`src/rtl/instr_encoder.sv`:
```
// instr_encoder: two-stage RV32I instruction packer with a valid/ready stream on both sides.
// Defining IMM_ENC_CHECK_EN enables immediate range/alignment checking and request rejection.

`ifndef I_type
`define I_type 3'd0
`endif
`ifndef I_type_load
`define I_type_load 3'd1
`endif
`ifndef S_type
`define S_type 3'd2
`endif
`ifndef B_type
`define B_type 3'd3
`endif
`ifndef J_type
`define J_type 3'd4
`endif
`ifndef U_type_LUI
`define U_type_LUI 3'd5
`endif
`ifndef U_type_AUIPC
`define U_type_AUIPC 3'd6
`endif

module instr_encoder (
    input  logic        clk,
    input  logic        rst,
    input  logic        in_valid,
    output logic        in_ready,
    input  logic [2:0]  in_fmt,
    input  logic [6:0]  in_opcode,
    input  logic [4:0]  in_rd,
    input  logic [2:0]  in_funct3,
    input  logic [4:0]  in_rs1,
    input  logic [4:0]  in_rs2,
    input  logic [6:0]  in_funct7,
    input  logic [31:0] in_imm,
    output logic        out_valid,
    input  logic        out_ready,
    output logic [31:0] out_instr,
    output logic [2:0]  out_fmt,
    output logic        err_valid,
    output logic [1:0]  err_code,
    output logic [15:0] enc_count,
    output logic [15:0] err_count
);

    function automatic logic [31:0] pack_word(
        input logic [2:0]  fmt,
        input logic [6:0]  opcode,
        input logic [4:0]  rd,
        input logic [2:0]  funct3,
        input logic [4:0]  rs1,
        input logic [4:0]  rs2,
        input logic [6:0]  funct7,
        input logic [31:0] imm
    );
        logic [31:0] word;
        word = 32'h0000_0000;
        case (fmt)
            `I_type, `I_type_load:      word = {imm[11:0], rs1, funct3, rd, opcode};
            `S_type:                    word = {imm[11:5], rs2, rs1, funct3, imm[4:0], opcode};
            `B_type:                    word = {imm[12], imm[10:5], rs2, rs1, funct3, imm[4:1], imm[11], opcode};
            `J_type:                    word = {imm[20], imm[10:1], imm[11], imm[19:12], rd, opcode};
            `U_type_LUI, `U_type_AUIPC: word = {imm[31:12], rd, opcode};
            default:                    word = {funct7, rs2, rs1, funct3, rd, opcode};
        endcase
        return word;
    endfunction

`ifdef IMM_ENC_CHECK_EN
    // Returns 01 range, 10 misaligned, 11 U low bits set; range wins over alignment.
    function automatic logic [1:0] imm_check(input logic [2:0] fmt, input logic [31:0] imm);
        logic [1:0] code;
        code = 2'b00;
        case (fmt)
            `I_type, `I_type_load, `S_type: begin
                if (imm[31:11] != {21{imm[31]}}) code = 2'b01;
                else                             code = 2'b00;
            end
            `B_type: begin
                // 4095 fits the 13-bit signed span but lies above the 4094 limit
                if ((imm[31:12] != {20{imm[31]}}) || (imm == 32'h0000_0FFF)) code = 2'b01;
                else if (imm[0])                                             code = 2'b10;
                else                                                         code = 2'b00;
            end
            `J_type: begin
                if ((imm[31:20] != {12{imm[31]}}) || (imm == 32'h000F_FFFF)) code = 2'b01;
                else if (imm[0])                                             code = 2'b10;
                else                                                         code = 2'b00;
            end
            `U_type_LUI, `U_type_AUIPC: begin
                if (imm[11:0] != 12'h000) code = 2'b11;
                else                      code = 2'b00;
            end
            default: code = 2'b00;
        endcase
        return code;
    endfunction
`endif

    logic        s1_valid_r;
    logic [31:0] s1_instr_r;
    logic [2:0]  s1_fmt_r;
    logic [1:0]  s1_code_r;
    logic        s1_rej_s;
    logic        s1_adv_s;
    logic        in_ready_s;
    logic        in_fire_s;
    logic [1:0]  in_code_s;
    logic        out_valid_r;
    logic [31:0] out_instr_r;
    logic [2:0]  out_fmt_r;
    logic        err_valid_r;
    logic [1:0]  err_code_r;
    logic [15:0] enc_count_r;
    logic [15:0] err_count_r;

    // Stage-1 advance and input acceptance; a rejected entry never waits on S2.
    always_comb begin
        in_code_s  = 2'b00;
`ifdef IMM_ENC_CHECK_EN
        in_code_s  = imm_check(in_fmt, in_imm);
`endif
        s1_rej_s   = s1_valid_r & (s1_code_r != 2'b00);
        s1_adv_s   = s1_valid_r & (s1_rej_s | ~out_valid_r | out_ready);
        in_ready_s = ~s1_valid_r | s1_adv_s;
        in_fire_s  = in_valid & in_ready_s;
    end

    // Stage 1: holds the packed word and its check result.
    always_ff @(posedge clk) begin
        if (rst) begin
            s1_valid_r <= 1'b0;
            s1_instr_r <= 32'h0000_0000;
            s1_fmt_r   <= 3'd0;
            s1_code_r  <= 2'b00;
        end else if (in_fire_s) begin
            s1_valid_r <= 1'b1;
            s1_instr_r <= pack_word(in_fmt, in_opcode, in_rd, in_funct3,
                                    in_rs1, in_rs2, in_funct7, in_imm);
            s1_fmt_r   <= in_fmt;
            s1_code_r  <= in_code_s;
        end else if (s1_adv_s) begin
            s1_valid_r <= 1'b0;
        end
    end

    // Stage 2: output word register, error reporting and event counters.
    always_ff @(posedge clk) begin
        if (rst) begin
            out_valid_r <= 1'b0;
            out_instr_r <= 32'h0000_0000;
            out_fmt_r   <= 3'd0;
            err_valid_r <= 1'b0;
            err_code_r  <= 2'b00;
            enc_count_r <= 16'h0000;
            err_count_r <= 16'h0000;
        end else begin
            if (s1_adv_s & ~s1_rej_s) begin
                out_valid_r <= 1'b1;
                out_instr_r <= s1_instr_r;
                out_fmt_r   <= s1_fmt_r;
            end else if (out_ready) begin
                out_valid_r <= 1'b0;
            end
            err_valid_r <= s1_adv_s & s1_rej_s;
            if (s1_adv_s & s1_rej_s) begin
                err_code_r  <= s1_code_r;
                err_count_r <= err_count_r + 16'h0001;
            end
            if (out_valid_r & out_ready) begin
                enc_count_r <= enc_count_r + 16'h0001;
            end
        end
    end

    assign in_ready  = in_ready_s;
    assign out_valid = out_valid_r;
    assign out_instr = out_instr_r;
    assign out_fmt   = out_fmt_r;
    assign err_valid = err_valid_r;
    assign err_code  = err_code_r;
    assign enc_count = enc_count_r;
    assign err_count = err_count_r;

endmodule
```
`config.mk`:
```
export PLATFORM = sky130hd
export DESIGN_NAME = instr_encoder
export DESIGN_NICKNAME = d
export VERILOG_FILES = /design/src/rtl/instr_encoder.sv
export SDC_FILE = /design/constraint.sdc
export NUM_CORES = 1
export LEC_CHECK = 0
export ABC_AREA = 0
export CORE_UTILIZATION = 40
export CTS_CLUSTER_DIAMETER = 150
export DETAILED_ROUTE_END_ITERATION = 7
export PLACE_DENSITY = 0.81
export SYNTH_ARGS = -nofsm -noshare
export SYNTH_HDL_FRONTEND = slang
export SYNTH_SLANG_ARGS = --single-unit
```
`constraint.sdc`:
```
create_clock -name clk -period 3.7 [get_ports clk]
set_input_delay 0.74 -clock clk [delete_from_list [all_inputs] [get_ports clk]]
set_output_delay 0.74 -clock clk [all_outputs]
set_load 0.005 [all_outputs]
```
==> results.toml, run 1 <==
[outcome]
status = "completed"

[routing]
vias_per_cell = 4.90
firstDrtPassIters = 4
drt_iter0_drc = 93
routed_wl_um = 9450
via_count = 3487
antenna_left = 0
drc = 0
post_drt_wl_per_cell_um = 13.3

[power]
peakVddDrop_uv = 169
p_sw_share_pct = 26.5
leakage_nw = 1.94
power_frac_seq_pct = 53.6
internal_power_mw = 1.38
cellPowerDensity_nw_per_um2 = 352
pwr-share-clk_pct = 32.1
comb_power_share_pct = 14.3
switchingPower_uw = 499

[synth]
synth-seq-cells = 88
yosysMostFrequentCell = "nand2_1"
yosysTopAreaCell = "dfxtp_1"
syn-cell-area_um2 = 3960
synth.avg_cell_area_um2 = 8.45
yosys.area.top_type_share_pct = 44.5
synthFlopType = "dfxtp_1"
synth_warnings = 0
synthCells = 468
yosysUniqueCellTypes = 44
ys_top_cells_by_count = "107 x nand2_1, 88 x dfxtp_1, 58 x a21oi_1"
synthArstFlopShare_pct = 0
synth-edff-count = 0
yosysSeqAreaShare_pct = 44.5
synth_area_leaders = "dfxtp_1 45%, nand2_1 10%, a21oi_1 7.3%"

[worst_setup_path]
crit_required_ps = 2960
cp.arrival_ps = 2120
end_kind = "output pin"
cp_top_family = "buffers and inverters"
path_buf_inv = 2
criticalPathCategory = "input port to output pin"
crit_path_cell_trace = "clkdlybuf4s50_1 -> nand3b_1 -> clkdlybuf4s50_1"
crit_fanout = 8
slowest_delay_ps = 660
critical_path.slowest_cell = "clkdlybuf4s50_1"
startpoint_type = "input port"
timing.critical_path.mode_cell = "clkdlybuf4s50_1"

[die]
io_pins = 143
die_w_um = 101
dieArea_um2 = 10300
die_y_um = 101
core_um2 = 9420
rows = 35
floorplan.initialDensity_pct = 42.0

[grt]
grt_pass1_vias = 3319
grt_use_total_pct = 18.6
antenna_found_initial = 0
overflow = 0
grt_max_degree = 47
grt_pass1_wl_um = 15000

[cts]
path_clk_slew_ps = 100
post-cts-setup-buffers = 0
cts.repair.resized = 0
cts-root-buf = "clkbuf_8"
clk_latency_ps = 350
ctsHtreeMaxLevel = 3
ctsHoldBuffers = 0
clockBufferDepth = 2
tritoncts = "yes"
clock_sinks = 88
numCtsBuffers = 9

[cells_and_area]
areaGrowthSynthToFinish_pct = 35.2
nNetsFinal = 650
final_layout_size_suffix_gt1_share_pct = 7.55
instances_no_fill = 712
final_area_um2 = 5350
antenna_cells = 0

[min_path]
hold_class = "register to register"

[sta]
max-slew-margin-rel_pct = 45.0
grt_setup_unrepaired = "false"
finalHoldViolations = 0
period_needed_ps = 2860
finalCritPeriodShare_pct = 77.3
drv_slew = 0
skew_ps = 11.9
max_freq_ghz = 0.350
holdWs_ps = 455
worstMarginPinSlew_ps = 822
setup_viol_count_final = 0
fin_setup_tns_ps = 0

[placed_design]
placed_cells = 696
dp_hpwl_um = 6980
place.gp.congestion = 0.719
place_area_um2 = 5170
io_buffer_count = 123

[job]
cap_violations = 0
==> worst register-to-register path, stage by stage (launching register included) <==
cell and delay, ps:
dfxtp_1 510, nand3b_1 170, nand2_1 640, buf_4 280
nand2_1 60, a21oi_1 150
==> metal layers <==
layer  GRT usage, %  vias to the layer above  share of wire, %
met5              0                        -                 0
met4           6.69                        0               1.2
met3           3.80                       11               5.0
met2           34.4                       97                51
met1           21.1                     1607                43
li1               -                     1772                 -
==> path summary, 6_finish.rpt <==
path	slack (ps)	cells past startpoint	endpoint	startpoint
hold reg to reg	460	2	out_instr[8]	s1_instr_r[8]
hold / removal	460	2	out_instr[8]	s1_instr_r[8]
setup / recovery	840	3	in_ready	out_ready
setup reg to reg	1820	5	s1_fmt_r[0]	out_valid
==> power groups by stage <==
| stage | clock network, mW | registers (mW) | logic, mW |
|---|---|---|---|
| after detailed placement | 0 | 1.03 | 0.271 |
| after CTS | 0.625 | 1.01 | 0.271 |
| final | 0.603 | 1.01 | 0.269 |
| after global placement | 0 | 1.03 | 0.263 |
| after global routing | 0.660 | 1.01 | 0.297 |
| after floorplan | 0 | 1.03 | 0.157 |
==> cells by family (layout without fill, tap and decap cells) <==
logic type / count (synthesis) / after routing / share of synthesized area (%)
DFF: 88 / 88 / 44.5
xor gates and xnor gates: 13 / 13 / 2.88
muxes: 30 / 30 / 7.75
buffers and inverters: 57 / 154 / 8.64
AOI/OAI and AO/OA: 96 / 96 / 15.0
and+or+nand+nor: 182 / 182 / 20.8
adders and majority gates: 1 / 1 / 0.316
other: 1 / 19 / 0.0948
==> registers in the layout (all words and copies together), names as in the netlist <==
signal,count
s1_valid_r,1
s1_fmt_r,3
out_instr,32
out_valid,1
s1_instr_r,32
enc_count,16
out_fmt,3
==> layout make-up <==
class,instances,area (um^2)
clock buffer,9,124
inverter,6,22.5
sequential,88,1760
clock inverter,7,53.8
fill,852,4070
multi-input combinational,341,1930
tap,129,161
timing repair buffer,132,1290
==> cell usage in the layout, fill, tap and decap left out, types with 2 or more instances in the layout <==
master           count
mux2_2               5
o21ai_0              4
a211o_1              6
nand4_1              4
nor2_1              37
o2bb2ai_1            6
nand4_2              2
inv_1                6
clkinvlp_4           3
nand3b_1             6
clkdlybuf4s50_1    122
nand3_1              3
mux2i_1             25
nor3_1               6
nor4_1               2
dfxtp_1             88
nand2b_1             4
xnor2_1              8
nand2_1            107
nor4_2               3
a211oi_1            12
buf_4                9
inv_6                3
a21oi_1             58
a31oi_1              2
conb_1              19
xor2_1               5
clkbuf_8             9
a31o_2               2
==> metrics by stage <==
step	util, %	power [mW]	setup slack (ps)
6_report	56.8	1.88	842
2_1_floorplan	-	1.18	1990
3_5_place_dp	54.9	1.30	841
4_1_cts	56.8	1.91	833
5_1_grt	56.8	1.97	768
3_3_place_gp	54.9	1.29	847
Power figures use the tool's default switching activity.
==> run 2, diff against run 1 <==
- PLACE_DENSITY: 0.81 -> 0.84
- clock period: 3.7 -> 2.5 ns (I/O delays scaled with it)
==> run 2 against run 1 <==
Net effect:
- core utilization rose by 1.2 points
- highest routed layer unchanged
- die area unchanged
- hold slack got worse by 2.3 ps
- critical path type unchanged
==> results.toml, run 2 (synthesis results as in run 1) <==
[cells_and_area]
nNetsFinal = 652
final_cell_mix = "122 x clkdlybuf4s50_1, 107 x nand2_1, 88 x dfxtp_1, 58 x a21oi_1, 37 x nor2_1"
ff_latch_area_um2 = 1760
areaGrowthSynthToFinish_pct = 38.1
antenna_cells = 0
layout_commonest_cell = "clkdlybuf4s50_1"
num-fill-cells = 882
final_layout_size_suffix_gt1_share_pct = 7.71
multi_input_area_um2 = 1930

[cts]
post-cts-setup-buffers = 0
ctsHoldBuffers = 0
numCtsBuffers = 9
tritoncts = "yes"
cts-root-buf = "clkbuf_8"
clockBufferDepth = 2
clock_sinks = 88
cts.repair.resized = 0
clk_latency_ps = 340
ctsHtreeMaxLevel = 3
path_clk_slew_ps = 80

[worst_setup_path]
cp.arrival_ps = 1640
crit_fanout = 3
path_buf_inv = 2
reg2regPathDepth = 4
timing.critical_path.mode_cell = "clkdlybuf4s50_1"
r2r_start = "enc_count[3]"
end_kind = "output pin"
timing.rr.end = "enc_count[9]"
crit_path_cell_trace = "clkdlybuf4s50_1 -> nand3b_1 -> clkdlybuf4s50_1"
startpoint_type = "input port"
critical_path.slowest_cell = "clkdlybuf4s50_1"
cp_top_family = "buffers and inverters"
crit_required_ps = 2000
slowest_delay_ps = 520
r2r_setup_slack_ps = 970
criticalPathCategory = "input port to output pin"

[grt]
antenna_found_initial = 0
grt_max_degree = 40
grt_pass1_wl_um = 15200
overflow = 0
grt_use_total_pct = 19.1
grt_pass1_vias = 3326

[min_path]
hp-start = "s1_instr_r[31]"
hold_class = "register to register"
whs_path_depth = 2
hold-path-endpoint = "out_instr[31]"

[power]
finalPower_mw = 3.08
p_sw_share_pct = 23.0
cellPowerDensity_nw_per_um2 = 564
peakVddDrop_uv = 324
internal_power_mw = 2.37
pwr-share-clk_pct = 38.2
switchingPower_uw = 707
comb_power_share_pct = 13.3
leakage_nw = 2.01
power_frac_seq_pct = 48.5

[routing]
routed_wl_um = 9740
vias_per_cell = 4.89
antenna_left = 0
via_count = 3484
drc = 0
wl_met1_um = 4210
post_drt_wl_per_cell_um = 13.7
met3_length_um = 494
firstDrtPassIters = 4
drt_iter0_drc = 109
top_layer = "met4"
wl_met2_um = 4970

[die]
die_y_um = 101
die_w_um = 101
dieArea_um2 = 10300
core_um2 = 9420
floorplan.initialDensity_pct = 42.0
io_pins = 143
rows = 35

[sta]
finalHoldViolations = 0
layout_setup_ws_ps = 356
period_needed_ps = 2140
finalCritPeriodShare_pct = 85.7
worstMarginPinSlew_ps = 585
drv_slew = 0
grt_setup_unrepaired = "false"
holdWs_ps = 453
setup_viol_count_final = 0
max-slew-margin-rel_pct = 61.0
skew_ps = 3.77
fin_setup_tns_ps = 0
max_freq_ghz = 0.466

[placed_design]
pre_cts_ws_ps = 259
io_buffer_count = 123
dp_hpwl_um = 7140
place.gp.congestion = 0.803

[job]
cap_violations = 0

[outcome]
status = "completed"
==> run 2: layer usage <==
metal  vias up  GRT usage, %
met1      1604          22.7
met5         -             0
li1       1772             -
met4         0          4.46
met3         5          4.49
met2       103          34.8
==> run 2: cell type report <==
cell class,count,share of cell area [%]
Multi-Input combinational cell,341,35.3
Sequential cell,88,32.2
Timing Repair Buffer,134,24.6
Tap cell,129,2.95
Clock buffer,10,2.52
Clock inverter,5,1.90
Inverter,6,0.412
==> run 2: worst max-delay path by stage <==
stage	cells after the start	from	slack (ps)	end
detailed placement	6	in_fmt[1]	260	s1_instr_r[29]
CTS	3	out_ready	360	in_ready
global route	3	out_ready	300	in_ready
finish	3	out_ready	360	in_ready
global placement	6	in_fmt[1]	350	s1_instr_r[27]
floorplan	4	rst	1030	enc_count[10]
==> run 2: tightest hold or removal path: stages (launching register included) <==
cell and delay, ps:
dfxtp_1 320, nand2_1 50, a21oi_1 50
==> run 2: stage by stage <==
step	cell area (um^2)	cells	utilization, %
after floorplan	4020	486	-
after global placement	5220	698	55.5
after detailed placement	5220	698	55.5
after CTS	5460	713	58.0
after global routing	5460	713	58.0
final	5460	713	58.0
==> run 2: power groups by stage <==
stage               combinational [mW]  sequential [mW]  clock, mW
finish                           0.411             1.49       1.18
global route                     0.451             1.50       1.28
CTS                              0.413             1.49       1.21
detailed placement               0.411             1.53          0
global placement                 0.401             1.52          0
floorplan                        0.233             1.52          0
